### src/rtl/dca_mru_step_sequencer.sv
// Round-robin front end for the MRU step port: grants one of two requesters, expands the
// command into last-flagged step instructions, then waits for done. First step 1 cycle after grant; steps hold under step_ready=0.
module dca_mru_step_sequencer #(
  parameter int BW_OPCODE     = 4,
  parameter int BW_STEP_COUNT = 8
) (
  input  logic                     clk,
  input  logic                     rstnn,
  input  logic                     req0_valid,
  input  logic [BW_OPCODE-1:0]     req0_opcode,
  input  logic [BW_STEP_COUNT-1:0] req0_count,
  output logic                     req0_ready,
  input  logic                     req1_valid,
  input  logic [BW_OPCODE-1:0]     req1_opcode,
  input  logic [BW_STEP_COUNT-1:0] req1_count,
  output logic                     req1_ready,
  output logic                     rsp0_valid,
  output logic                     rsp1_valid,
  output logic                     step_valid,
  output logic [BW_OPCODE:0]       step_inst,
  input  logic                     step_ready,
  input  logic                     step_done,
  output logic                     busy,
  output logic                     owner
);

  typedef enum logic [1:0] {IDLE, ISSUE, WAIT_DONE, RESP} state_t;

  state_t                   state;
  state_t                   state_nxt;
  logic                     rr_ptr;
  logic [BW_STEP_COUNT-1:0] remaining;
  logic [BW_OPCODE-1:0]     opcode_q;
  logic                     owner_q;

  logic grant0;
  logic grant1;
  logic take0;
  logic take1;
  logic step_fire;
  logic last_step;

  // rr_ptr names the requester that wins when both are valid
  assign grant0    = req0_valid & (~req1_valid | ~rr_ptr);
  assign grant1    = req1_valid & (~req0_valid | rr_ptr);
  assign take0     = (state == IDLE) & grant0;
  assign take1     = (state == IDLE) & grant1;
  assign step_fire = (state == ISSUE) & step_ready;
  assign last_step = (remaining == BW_STEP_COUNT'(1));

  always_ff @(posedge clk or negedge rstnn) begin
    if (!rstnn) begin
      state <= IDLE;
    end else begin
      state <= state_nxt;
    end
  end

  always_comb begin
    state_nxt = state;
    case (state)
      IDLE: begin
        if (take0) begin
          state_nxt = (req0_count == '0) ? RESP : ISSUE;
        end else if (take1) begin
          state_nxt = (req1_count == '0) ? RESP : ISSUE;
        end
      end
      ISSUE: begin
        if (step_fire && last_step) begin
          state_nxt = WAIT_DONE;
        end
      end
      WAIT_DONE: begin
        if (step_done) begin
          state_nxt = RESP;
        end
      end
      RESP:    state_nxt = IDLE;
      default: state_nxt = IDLE;
    endcase
  end

  always_comb begin
    req0_ready = take0;
    req1_ready = take1;
    step_valid = (state == ISSUE);
    step_inst  = {last_step, opcode_q};
    rsp0_valid = (state == RESP) & ~owner_q;
    rsp1_valid = (state == RESP) & owner_q;
    busy       = (state != IDLE);
    owner      = owner_q;
  end

  // remaining is only decremented in ISSUE, where it is always at least 1
  always_ff @(posedge clk or negedge rstnn) begin
    if (!rstnn) begin
      rr_ptr    <= 1'b0;
      remaining <= '0;
      opcode_q  <= '0;
      owner_q   <= 1'b0;
    end else if (take0) begin
      rr_ptr    <= 1'b1;
      remaining <= req0_count;
      opcode_q  <= req0_opcode;
      owner_q   <= 1'b0;
    end else if (take1) begin
      rr_ptr    <= 1'b0;
      remaining <= req1_count;
      opcode_q  <= req1_opcode;
      owner_q   <= 1'b1;
    end else if (step_fire) begin
      remaining <= remaining - BW_STEP_COUNT'(1);
    end
  end

endmodule

### config.mk
export PLATFORM = sky130hd
export DESIGN_NAME = dca_mru_step_sequencer
export DESIGN_NICKNAME = d
export VERILOG_FILES = /design/src/rtl/dca_mru_step_sequencer.sv
export SDC_FILE = /design/constraint.sdc
export NUM_CORES = 1
export LEC_CHECK = 0
export BUFFER_PORTS_ARGS = -buffer_cell sky130_fd_sc_hd__buf_2
export CORE_MARGIN = 3
export CORE_UTILIZATION = 43
export DETAILED_ROUTE_END_ITERATION = 6
export GPL_TIMING_DRIVEN = 0
export PLACE_DENSITY = 0.81
export SLEW_MARGIN = 20
export SYNTH_ARGS = -nofsm -noshare
export SYNTH_HDL_FRONTEND = slang
export SYNTH_SLANG_ARGS = --single-unit
### constraint.sdc
create_clock -name clk -period 1.8 [get_ports clk]
set_clock_uncertainty 0.15 [all_clocks]
set_input_delay 0.27 -clock clk [delete_from_list [all_inputs] [get_ports clk]]
set_output_delay 0.27 -clock clk [all_outputs]
set_load 0.02 [all_outputs]
After elaboration in Yosys (flattened, before gate mapping)
Index checks and enable logic that the tools add are counted.
{ "op_classes": {"addsub": 1, "n_eq_ne": 7, "muxes": 16, "n_bitwise": 13, "reduce_logical": 8} }
{ "ops": {"columns": ["cell", "count"], "rows": [
  ["2-to-1 mux 8 bit", 3],
  ["logical NOT 8 bit", 2],
  ["2-to-1 mux 2 bit", 6],
  ["== test 8 x 1 -> 1 bit (second input constant)", 1],
  ["2-to-1 mux 4 bit", 2],
  ["one-hot mux 2 bit (4 select lines)", 1],
  ["subtractor 8 x 1 -> 8 bit (second input constant)", 1],
  ["AND 1 bit", 7],
  ["== test 2 bit (second input constant)", 2],
  ["2-to-1 mux 1 bit", 4],
  ["NOT 1 bit", 4],
  ["nonzero test 2 bit", 2],
  ["inequality test 3 bit (second input constant)", 1],
  ["AND reduction 3 bit", 1],
  ["nonzero test 3 bit", 1],
  ["== test 2 x 1 -> 1 bit (second input constant)", 1],
  ["logical NOT 2 bit", 1],
  ["inequality test 2 x 1 -> 1 bit (second input constant)", 1],
  ["inequality test 2 bit (second input constant)", 1],
  ["OR 1 bit", 2],
  ["logical AND 1 bit", 1]
]} }
{ "totals": {"reg_bits": 16, "inputBits": 30} }

Longest topological paths before layout
{ "depth": {"word_depth": 7, "mapped_depth": 9, "mapped_depth_nobuf": 7} }

Worst setup path before layout
Ideal clock, no wire load.
{ "synth_path": {"path_kind": "reg-to-reg", "start": "reg state[0]", "end": "reg remaining[5]", "setup_time_ps": 138, "arrival_ps": 1865, "setup_slack_ps": -354, "path_stages_with_launch": 9, "path_buffers": 1, "path_cell_list": "dfrtp_1 > inv_1 > ha_1 > nand2_2 > or2_2 > buf_2 > clkinv_1 > a222oi_1 > o21ai_0"} }
{ "synth_via": {"elab_chain_cells": 4, "elab_cells_between_ends": 8, "cone_classes": "eq/ne (1); mux (2); bitwise (3); reduce/logical (2)"} }
{ "synth_rtl": {"columns": ["element", "line", "text"], "rows": [
  ["start, declared", "29", "state_t state;"],
  ["start signal, assigned", "55", "state <= state_nxt;"],
  ["logical NOT 2 bit (*)", "47", "assign take1 = (state == IDLE) & grant1;"],
  ["AND 1 bit (*)", "47", null],
  ["net req1_ready", "16", "output logic req1_ready,"],
  ["2-to-1 mux 8 bit", "107", "end else if (take1) begin"],
  ["2-to-1 mux 8 bit", "102", "end else if (take0) begin"],
  ["end signal, assigned", "104", "remaining <= req0_count;"],
  ["end signal, assigned", "109", "remaining <= req1_count;"],
  ["end signal, assigned", "113", "remaining <= remaining - BW_STEP_COUNT'(1);"],
  ["end, declared", "32", "logic [BW_STEP_COUNT-1:0] remaining;"]
]} }
The timed path passes the listed nets; every way through them passes the cells marked *.
A chain may end at the register's enable or synchronous reset.

Worst setup path after layout
{ "layout_path": {"start": "reg remaining[5]", "end": "reg state[1]"} }
{ "layout_via": {"elab_chain_cells": 4} }
{ "layout_rtl": {"columns": ["element", "line", "text"], "rows": [
  ["== test 8 x 1 -> 1 bit", "49", "assign last_step = (remaining == BW_STEP_COUNT'(1));"],
  ["logical AND 1 bit", "70", "if (step_fire && last_step) begin"],
  ["inequality test 2 x 1 -> 1 bit (no source line)", null, null],
  ["AND reduction 3 bit (no source line)", null, null]
]} }
Every way passes these cells.

==> metrics.cfg <==
[clock_network]
cts_sinks = 16
cts_tree = yes
clkTransAtPathRegs_ns = 0.10
clockBufferDepth = 2
h-tree-depth = 1
numCtsBuffers = 3
clk_latency_ns = 0.30
cts-root-buf = clkbuf_4

[final_layout]
design_area_um2 = 1850
drive_gt1_share_pct = 54.8
diodes = 0
syn_to_final_growth_pct = 67.2
fillCellCount = 128
nets = 237

[power_and_ir_drop]
clock_power_share_pct = 6.2
p_switching_mw = 1.52
pwr-share-seq_pct = 21.6
sw_frac_of_total_pct = 45.3
p_leak_nw = 0.896
pwr-share-comb_pct = 72.2
powerDensity_nw_per_um2 = 1810
report.power.total_mw = 3.36
internal-power_mw = 1.84
ir_drop_uv = 1390

[place]
postPlaceCellArea_um2 = 1390
portBuffers = 41
dpl.hpwl_um = 2210
post-place-ws_ns = -0.272
globalplace.congestion = 0.854

[timing]
fmax_mhz = 464
relSlewSlack_pct = 69.9
finalSetupViolCount = 18
fin_ws_ns = -0.356
tightest_slew_ns = 0.450
final-hold-violation-count = 0
min_period_ns = 2.16
slew_viol_final = 0
rsz0062_at_grt = yes
period_share_pct = 120

[grt]
first_global_vias = 1271
grt.total_usage_pct = 26.0
grt_max_degree = 17
antenna_found_initial = 0
grt_pass1_wl_um = 6320
grt_remaining_overflow = 0

[route]
routed_wirelength_um = 4580
drt_first_pass_iters = 4
drt_iter0_drc = 99
drcViolationCount = 0
via_per_inst = 6.22
vias = 1413
ant_nets = 0
wl_per_cell_um = 20.2

[setup_path]
cp_max_fo = 2
worstSetupEndpointType = flip-flop
r2r-end = state[1]
cp.required_ns = 1.85
cp_data_arrival_time_ns = 2.20
worstReg2RegStart = remaining[5]
cp-start-kind = flip-flop
rrSetupSlack_ns = -0.36
crit_type = flip-flop to flip-flop
reg2reg_depth = 5

[synthesis]
netlist_area_um2 = 1110
synth_commonest_cells = dfrtp_1 (16), inv_1 (11), nand2_1 (11)
synth_area_leader_cell = dfrtp_1
synth_top_area_share_pct = 36.1
synth-async-reset-ratio_pct = 100
synth_top_flop_cell = dfrtp_1
synth_area_per_cell_um2 = 9.09
synth_warnings = 0
yosys.cell_count.top_type = dfrtp_1
ys_types = 40
synth_cells = 122
synth_nets = 158
synth.area.top_cells = dfrtp_1 (36%), ha_1 (6.8%), a222oi_1 (5.4%), o21ai_0 (4.5%), inv_1 (3.7%)
synth_seq_cells = 16
ys_seq_area_share_pct = 36.1
synth-edff-count = 0

[floorplanning]
die_h_um = 56.8
dieArea_um2 = 3220
rows = 17
coreArea_um2 = 2320
ioPinCount = 42
start_util_pct = 47.8
die-width_um = 56.8

[min_path]
holdPathStages = 3
whs_endpoint = opcode_q[3]
min_from = req0_opcode[3]
min_path_type = input pin to flip-flop

[flow_run]
cap_violations = 0

[outcome]
violations = setup timing
status = complete, but fails checks

## sequential cells by signal, indices dropped and copies added, names as in the netlist
| name | flops |
|---|---|
| opcode_q | 4 |
| owner | 1 |
| remaining | 8 |
| rr_ptr | 1 |
| state | 2 |
## power by group through the flow
stage | sequential (mW) | clock (mW) | combinational, mW
2_1_floorplan | 0.766 | 0 | 1.01
3_3_place_gp | 0.735 | 0 | 1.36
3_5_place_dp | 0.741 | 0 | 1.40
4_1_cts | 0.688 | 0.201 | 1.97
5_1_grt | 0.749 | 0.223 | 2.57
6_report | 0.724 | 0.210 | 2.42
## how the worst max path moves through the flow
| stage | to | from |
|---|---|---|
| floorplan | state[1] | remaining[1] |
| global placement | state[1] | remaining[1] |
| detailed placement | remaining[5] | state[1] |
| CTS | step_inst[4] | remaining[5] |
| global route | remaining[7] | remaining[5] |
| finish | state[1] | remaining[5] |
## area by class of cell
class | count | area [um^2] | area share, %
multi-input cells | 88 | 761 | 41.1
repair buffers | 77 | 554 | 29.9
flip-flops and latches | 16 | 400 | 21.6
inverters | 13 | 61.3 | 3.31
well taps | 28 | 35.0 | 1.89
clock buffers | 3 | 22.5 | 1.22
plain buffers | 2 | 18.8 | 1.01
## cells in the final DEF, fill, tap and decap left out, types with 4 or more instances in the layout
master	count
a222oi_1	6
a31oi_1	4
buf_2	36
buf_4	24
buf_6	18
dfrtp_1	16
inv_1	7
inv_2	4
nand2_1	10
nor2_1	6
xnor2_1	4
## cells by family (layout without fill, tap and decap cells)
logic type / Yosys count / in the layout / share of synthesized area [%]
AO/OA/AOI/OAI: 33 / 33 / 23.5
XOR/XNOR: 5 / 5 / 3.95
adder cells (fa/ha/maj): 6 / 6 / 6.77
buffers and inverters: 18 / 95 / 6.88
flip-flops: 16 / 16 / 36.1
multiplexers: 1 / 1 / 1.35
AND/OR/NAND/NOR: 43 / 43 / 21.4
## routing by layer
layer  up-vias  global-route usage, %  wire length [um]
met5         -                      0                 0
met4         0                   13.6               225
met3        24                   3.91               416
met2       109                   45.9              2300
met1       674                   30.0              1640
li1        606                      -                 -
## critical path, cell delays in order, from the launching register on
cell and delay (ns):
dfrtp_1 0.40, or4_4 0.58, buf_6 0.15, o21a_4 0.20
a221oi_4 0.23, mux2_4 0.33
## per-stage QoR
stage,hold slack [ns],utilization (%),std cells,TNS [ns]
2_1_floorplan,-0.176,-,122,-0.163
3_3_place_gp,0.0527,59.8,191,-1.93
3_5_place_dp,0.0609,59.8,191,-2.57
4_1_cts,0.0490,73.8,219,-1.78
5_1_grt,0.0536,79.9,227,-4.61
6_report,0.0417,79.9,227,-3.58
## timing repair
| action | in CTS | in global routing |
|---|---|---|
| resized for setup | 40 | 21 |
| endpoints found under the hold margin | 16 | 0 |
| hold buffers | 1 | 0 |
| cloned | 1 | 0 |
| endpoints found under the setup margin | 17 | 20 |
| pin swaps | 15 | 9 |
| buffers inserted | 25 | 11 |
Note: power is estimated with default switching activity, not from simulation.
